===== src/rtl/fifo_burst_reader.sv =====
// Burst read engine: drains N words from a FIFO read port (1-cycle read latency)
// and re-presents them as a valid/ready stream through a 2-entry skid buffer.
module fifo_burst_reader #(
   parameter int DATA_WIDTH  = 64,
   parameter int COUNT_WIDTH = 16
) (
   input  logic                   clk,
   input  logic                   reset,
   input  logic                   start,
   input  logic [COUNT_WIDTH-1:0] num_words,
   output logic                   busy,
   output logic                   done,
   output logic                   s_read_req,
   input  logic                   s_read_ready,
   input  logic [DATA_WIDTH-1:0]  s_read_data,
   output logic                   m_valid,
   input  logic                   m_ready,
   output logic [DATA_WIDTH-1:0]  m_data
);

   typedef enum logic [1:0] {S_IDLE, S_ISSUE, S_DRAIN, S_DONE} state_e;

   state_e                 state_q, state_d;
   logic [COUNT_WIDTH-1:0] issue_left_q, issue_left_d;
   logic [COUNT_WIDTH-1:0] deliver_left_q, deliver_left_d;
   logic                   inflight_q;
   logic [1:0]             occ_q, occ_d;
   logic                   wr_ptr_q, rd_ptr_q;
   logic [DATA_WIDTH-1:0]  buf_q [2];

   logic       pop;
   logic       accept;
   logic [2:0] pending;

   assign pop     = m_valid && m_ready;
   assign accept  = s_read_req && s_read_ready;
   // Buffered words plus the one in flight, after this cycle's pop.
   assign pending = {1'b0, occ_q} + {2'b00, inflight_q} - {2'b00, pop};

   always_ff @(posedge clk or negedge reset) begin
      if (!reset) state_q <= S_IDLE;
      else        state_q <= state_d;
   end

   always_comb begin
      state_d = state_q;
      unique case (state_q)
         S_IDLE:  if (start) state_d = (num_words == '0) ? S_DONE : S_ISSUE;
         S_ISSUE: if (accept && issue_left_q == COUNT_WIDTH'(1)) state_d = S_DRAIN;
         S_DRAIN: if (pop && deliver_left_q == COUNT_WIDTH'(1)) state_d = S_DONE;
         S_DONE:  state_d = S_IDLE;
         default: state_d = S_IDLE;
      endcase
   end

   // NOTE: every combinational output gets a default first so no path infers a latch.
   always_comb begin
      busy       = 1'b0;
      done       = 1'b0;
      s_read_req = 1'b0;
      m_valid    = 1'b0;
      m_data     = '0;
      busy       = (state_q != S_IDLE);
      done       = (state_q == S_DONE);
      m_valid    = (occ_q != 2'd0);
      s_read_req = (state_q == S_ISSUE) && (issue_left_q != '0) && (pending < 3'd2);
      if (m_valid) m_data = buf_q[rd_ptr_q];
   end

   always_comb begin
      issue_left_d   = issue_left_q;
      deliver_left_d = deliver_left_q;
      occ_d          = pending[1:0];
      if (state_q == S_IDLE && start) begin
         issue_left_d   = num_words;
         deliver_left_d = num_words;
      end else begin
         if (accept) issue_left_d   = issue_left_q - COUNT_WIDTH'(1);
         if (pop)    deliver_left_d = deliver_left_q - COUNT_WIDTH'(1);
      end
   end

   always_ff @(posedge clk or negedge reset) begin
      if (!reset) begin
         issue_left_q   <= '0;
         deliver_left_q <= '0;
         inflight_q     <= 1'b0;
         occ_q          <= 2'd0;
         wr_ptr_q       <= 1'b0;
         rd_ptr_q       <= 1'b0;
      end else begin
         issue_left_q   <= issue_left_d;
         deliver_left_q <= deliver_left_d;
         inflight_q     <= accept;
         occ_q          <= occ_d;
         if (inflight_q) wr_ptr_q <= ~wr_ptr_q;
         if (pop)        rd_ptr_q <= ~rd_ptr_q;
      end
   end

   // NOTE: buffer storage is not reset; occupancy gates m_data, so stale contents never escape.
   always_ff @(posedge clk) begin
      if (inflight_q) buf_q[wr_ptr_q] <= s_read_data;
   end

endmodule


===== config.mk =====
export PLATFORM = sky130hd
export DESIGN_NAME = fifo_burst_reader
export DESIGN_NICKNAME = d
export VERILOG_FILES = /design/src/rtl/fifo_burst_reader.sv
export SDC_FILE = /design/constraint.sdc
export NUM_CORES = 1
export LEC_CHECK = 0
export BUFFER_PORTS_ARGS = -buffer_cell sky130_fd_sc_hd__buf_4
export CORE_MARGIN = 2
export CORE_UTILIZATION = 48
export CTS_CLUSTER_SIZE = 25
export DETAILED_ROUTE_END_ITERATION = 6
export GPL_TIMING_DRIVEN = 1
export PLACE_DENSITY = 0.72
export SETUP_SLACK_MARGIN = 0.15
export SYNTH_ARGS = -nofsm -noshare
export SYNTH_HDL_FRONTEND = slang
export SYNTH_SLANG_ARGS = --single-unit

===== constraint.sdc =====
create_clock -name clk -period 4.65 [get_ports clk]
set_clock_uncertainty 0.15 [all_clocks]
set_input_delay 0.2325 -clock clk [delete_from_list [all_inputs] [get_ports clk]]
set_output_delay 0.2325 -clock clk [all_outputs]
set_load 0.01 [all_outputs]

## Word-level counts from Yosys, hierarchy flattened

Memories as Yosys holds them, arrays and structs flattened.
Cells that the tools add are included.
Widths: inputs -> output; s select.

- Memory bits (writable): 128
- Register bits after elaboration: 39
- Word-level logic and storage cells: 50
- Memories: 1

- Eq/ne operators: 8
- Reductions and logical operators: 15
- Bitwise logic cells: 2
- $lt $le $gt $ge: 1
- Add/subtract/negate cells: 4
- Multiplexer cells: 12

Memories:

| name | depth | width | rd ports | clocked after Yosys merged registers in | wr ports | line | text |
|---|---|---|---|---|---|---|---|
| buf_q | 2 | 64 | 1 | 0 | 1 | 29 | `logic [DATA_WIDTH-1:0] buf_q [2];` |

Operator list:

| operator | count |
|---|---|
| $mux 16 | 4 |
| $mux 64 | 1 |
| $eq 16x1->1 const B | 2 |
| $sub 16x1->16 const B | 2 |
| $logic_not 16->1 | 1 |
| $reduce_bool 16->1 | 1 |
| $mux 2 | 4 |
| $pmux 2 s4 | 1 |
| $reduce_bool 2->1 | 4 |
| $logic_and 1x1->1 | 7 |
| $ne 2x2->1 const B | 3 |
| $eq 2x2->1 const B | 2 |
| $add 2x1->3 | 1 |
| $lt 3x2->1 const B | 1 |
| $reduce_and 3->1 | 1 |
| $sub 3x1->3 | 1 |
| $eq 2x1->1 const B | 1 |
| $logic_not 2->1 | 1 |
| $mux 1 | 2 |
| $not 1->1 | 2 |

## Depth between registers and ports, before layout

- Depth in word-level cells: 9
- Gate-level depth with buffers: 11
- Mapped depth without buffers: 10

## Least setup slack after synthesis

Ideal clock, no wire load.

- Path type: reg-to-reg
- From: reg wr_ptr_q
- To: mem buf_q[0][0] (enable)
- Setup time: 0.494 ns
- Setup slack: 0.759 ns
- Data arrival time: 3.247 ns
- Cell stages (with the launch flop): 2
- Path buffers: 0
- Path through: dfrtp_1 -> nor2b_1

RTL lines:

| what | line | text |
|---|---|---|
| from (decl) | 28 | `logic wr_ptr_q, rd_ptr_q;` |
| from (signal assigned) | 96 | `if (inflight_q) wr_ptr_q <= ~wr_ptr_q;` |
| to (decl) | 29 |  |

No word-level cell before the write port.

## Worst setup path after layout

- From: reg occ_q[1]
- To: reg issue_left_q[10]

- Longest elaborated chain between the ends: 7
- Elaborated cells on any way between the ends: 8
- Those cells by class: 2 x add/sub; 1 x order compare; 5 x reduce/logical

RTL lines:

| what | line | text |
|---|---|---|
| from (decl) | 27 | `logic [1:0] occ_q, occ_d;` |
| from (signal assigned) | 88 | `occ_q <= 2'd0;` |
| from (signal assigned) | 95 | `occ_q <= occ_d;` |
| branches (longest 2 deep; another with $add 2x1->3) | n/a |  |
| $sub 3x1->3 * | 38 | `assign pending = {1'b0, occ_q} + {2'b00, inflight_q} - {2'b00, pop};` |
| net pending[1] | 33 | `logic [2:0] pending;` |
| $lt 3x2->1 * | 66 | `s_read_req = (state_q == S_ISSUE) && (issue_left_q != '0) && (pending < 3'd2);` |
| $logic_and 1x1->1 * | 66 |  |
| $logic_and 1x1->1 * | 36 | `assign accept = s_read_req && s_read_ready;` |
| $reduce_bool 2->1 (no source line) * | n/a |  |
| to (signal assigned) | 92 | `issue_left_q <= issue_left_d;` |
| to (decl) | 24 | `logic [COUNT_WIDTH-1:0] issue_left_q, issue_left_d;` |

Mark *: on every way through the listed nets, which the timed path passes.
A chain may end at the register's enable or synchronous reset.

==> impl_metrics.tcl <==
set metrics [dict create \
    run_status "completed" \
    clk_pin_slew_ns 0.06 \
    setup_viol 0 \
    die_h_um 125 \
    drt_iter0_markers 365 \
    crit_fanout 12 \
    slew_viol_final 0 \
    fin_crit_ns 3.65 \
    dp_hpwl_um 10600 \
    synth_flop_cell "edfxtp_1" \
    dr.pass1.iters 5 \
    synth_area_leaders "edfxtp_1, dfrtp_1, mux2i_1" \
    initial_core_util_pct 48.8 \
    synth_top_area_share_pct 54.4 \
    synth_cell_types 40 \
    synthAdderAreaFrac_pct 2.41 \
    crit_arrival_ns 3.84 \
    htreeDepth 4 \
    stdcell_count 942 \
    core_area_um2 14500 \
    numPortBuffers 152 \
    synth.net_count 607 \
    peakVddDrop_v 0.000276 \
    diodes 0 \
    root_buffer "clkbuf_16" \
    synth_common_cells "edfxtp_1, nor2_1, mux2i_1, dfrtp_1, a21oi_1" \
    synth_xor_area_share_pct 3.72 \
    grt_pass1_wl_um 25900 \
    antenna_found_initial 0 \
    detail_route.wirelength_um 16100 \
    leakage_uw 0.00393 \
    fmax_ghz 0.274 \
    cap_viol_max_count 0 \
    synth_seq_cells 167 \
    cp-end-kind "register" \
    synth-edff-count 128 \
    slew_headroom_pct 22.2 \
    dp_cells 830 \
    pwr_density_cell_nw_per_um2 553 \
    rsz0062_at_grt "no" \
    rows 44 \
    finalCritPeriodShare_pct 78.5 \
    ys_warn_count 0 \
    synth.area.mux_share_pct 9.48 \
    numCtsBuffers 17 \
    cts_resized 0 \
    num_vias 4919 \
    drive_gt1_share_pct 25.7 \
    synth_cells 509 \
    area_growth_pct 38.1 \
    dieArea_um2 15700 \
    synthSimpleGateAreaFrac_pct 10.5 \
    cts_sinks 167 \
    hp-class "in2async" \
    drc_errors 0 \
    postCtsSetupBuffers 0 \
    synth-seq-area-share_pct 68.2 \
    synth_compound_area_share_pct 3.89 \
    cp_data_required_time_ns 4.84 \
    drtAntennaViolNets 0 \
    yosys.area.top_type "edfxtp_1" \
    die-width_um 125 \
    wl_per_cell_um 17.1 \
    tightestPinTransition_ns 1.17 \
    cts_tree "built" \
    post-synth-top-count-cell "edfxtp_1" \
    synthArstFlopShare_pct 23.4 \
    clk_path_buf_depth 2 \
    place_congestion 0.883 \
    synth_top_family_by_area "simple AND/OR/NAND/NOR gates" \
    num_io_pins 153 \
    finalSetupTns_ns 0 \
    viasPerCell 5.22 \
    grt_use_total_pct 21.1 \
    hold_viol_final 0 \
    grt_overflow 0 \
    netlist_area_um2 7070 \
    nets 845 \
    fin_util_pct 67.4 \
    total_power_uw 5400 \
    critPathLaunchType "register" \
    clock_latency_ns 0.42 \
    grt_pass1_vias 5090 \
    grt_max_degree 48 \
    critical_path_class "reg2reg" \
    syn-mean-instance-area_um2 13.9 \
]
final timing paths:
kind / start / end / slack [ns] / cells past startpoint
min reg2reg: inflight_q / wr_ptr_q / 0.38 / 1
max: occ_q[1] / issue_left_q[10] / 1.0 / 10
max in group asynchronous: reset / rd_ptr_q / 3.78 / 2
max reg2reg: occ_q[1] / issue_left_q[10] / 1.0 / 10
min: reset / deliver_left_q[12] / 0.18 / 2
min in group clk: m_ready / rd_ptr_q / 0.25 / 3
metrics by stage:
stage	instance area [um2]	setup WS, ns	hold WS (ns)
6_report	9770	0.998	0.185
5_1_grt	9770	0.700	0.224
4_1_cts	9770	0.968	0.173
3_5_place_dp	8420	1.03	0.0911
3_3_place_gp	8420	1.08	0.0835
2_1_floorplan	7070	0.759	-0.213
power breakdown:
| group | switching (uW) | internal [uW] |
|---|---|---|
| Clock | 533 | 724 |
| Combinational | 980 | 945 |
| Sequential | 312 | 1910 |
kinds of logic (layout without fill, tap and decap cells):
| logic type | Yosys count | after routing |
|---|---|---|
| flip-flops | 167 | 167 |
| adder cells (fa/ha/maj) | 13 | 13 |
| buffers and inverters | 34 | 283 |
| AO/OA/AOI/OAI | 46 | 46 |
| XOR/XNOR | 30 | 30 |
| multiplexers | 67 | 67 |
| AND/OR/NAND/NOR | 152 | 152 |
critical path, cell delays in order, from the launching register on:
cell	delay, ns
dfrtp_1	0.44
o21a_1	0.36
ha_1	0.34
inv_1	0.04
ha_1	0.18
fa_1	0.47
nand3b_1	0.27
nor3b_1	0.76
o211ai_1	0.22
xor2_1	0.19
a21oi_1	0.16
final cells by class:
cell class,count,area (um2)
fill,1049,4710
inverter,14,52.6
clock inverter,10,83.8
sequential,167,4820
multi-input combinational,308,2140
tap,184,230
clock buffer,20,437
timing repair buffer,239,2000
layout by cell type, fill, tap and decap left out, types with 8 or more instances in the layout:
| cell type | instances |
|---|---|
| buf_4 | 157 |
| edfxtp_1 | 128 |
| nor2_1 | 91 |
| dlygate4sd3_1 | 82 |
| mux2i_1 | 67 |
| dfrtp_1 | 38 |
| a21oi_1 | 28 |
| xor2_1 | 18 |
| clkbuf_16 | 17 |
| inv_1 | 14 |
| xnor2_1 | 12 |
| ha_1 | 12 |
| nor4_1 | 8 |
what timing repair did:
action	in CTS	in global routing
hold buffers	82	0
setup endpoints to repair	0	0
hold endpoints to repair	198	0
flip-flops by register name, indices dropped and copies added, names as in the netlist:
| signal | count |
|---|---|
| issue_left_q | 16 |
| rd_ptr_q | 1 |
| wr_ptr_q | 1 |
| deliver_left_q | 16 |
| buf_q | 128 |
| inflight_q | 1 |
| occ_q | 2 |
| state_q | 2 |
per-layer routing:
layer  wire length [um]  vias up  track usage (%)
li1                   -     2332                -
met1               6820     2403             26.2
met2               8130      150             35.7
met3                750       34             5.09
met4                401        0             8.63
met5                  0        -                0
Power figures use the tool's default switching activity.
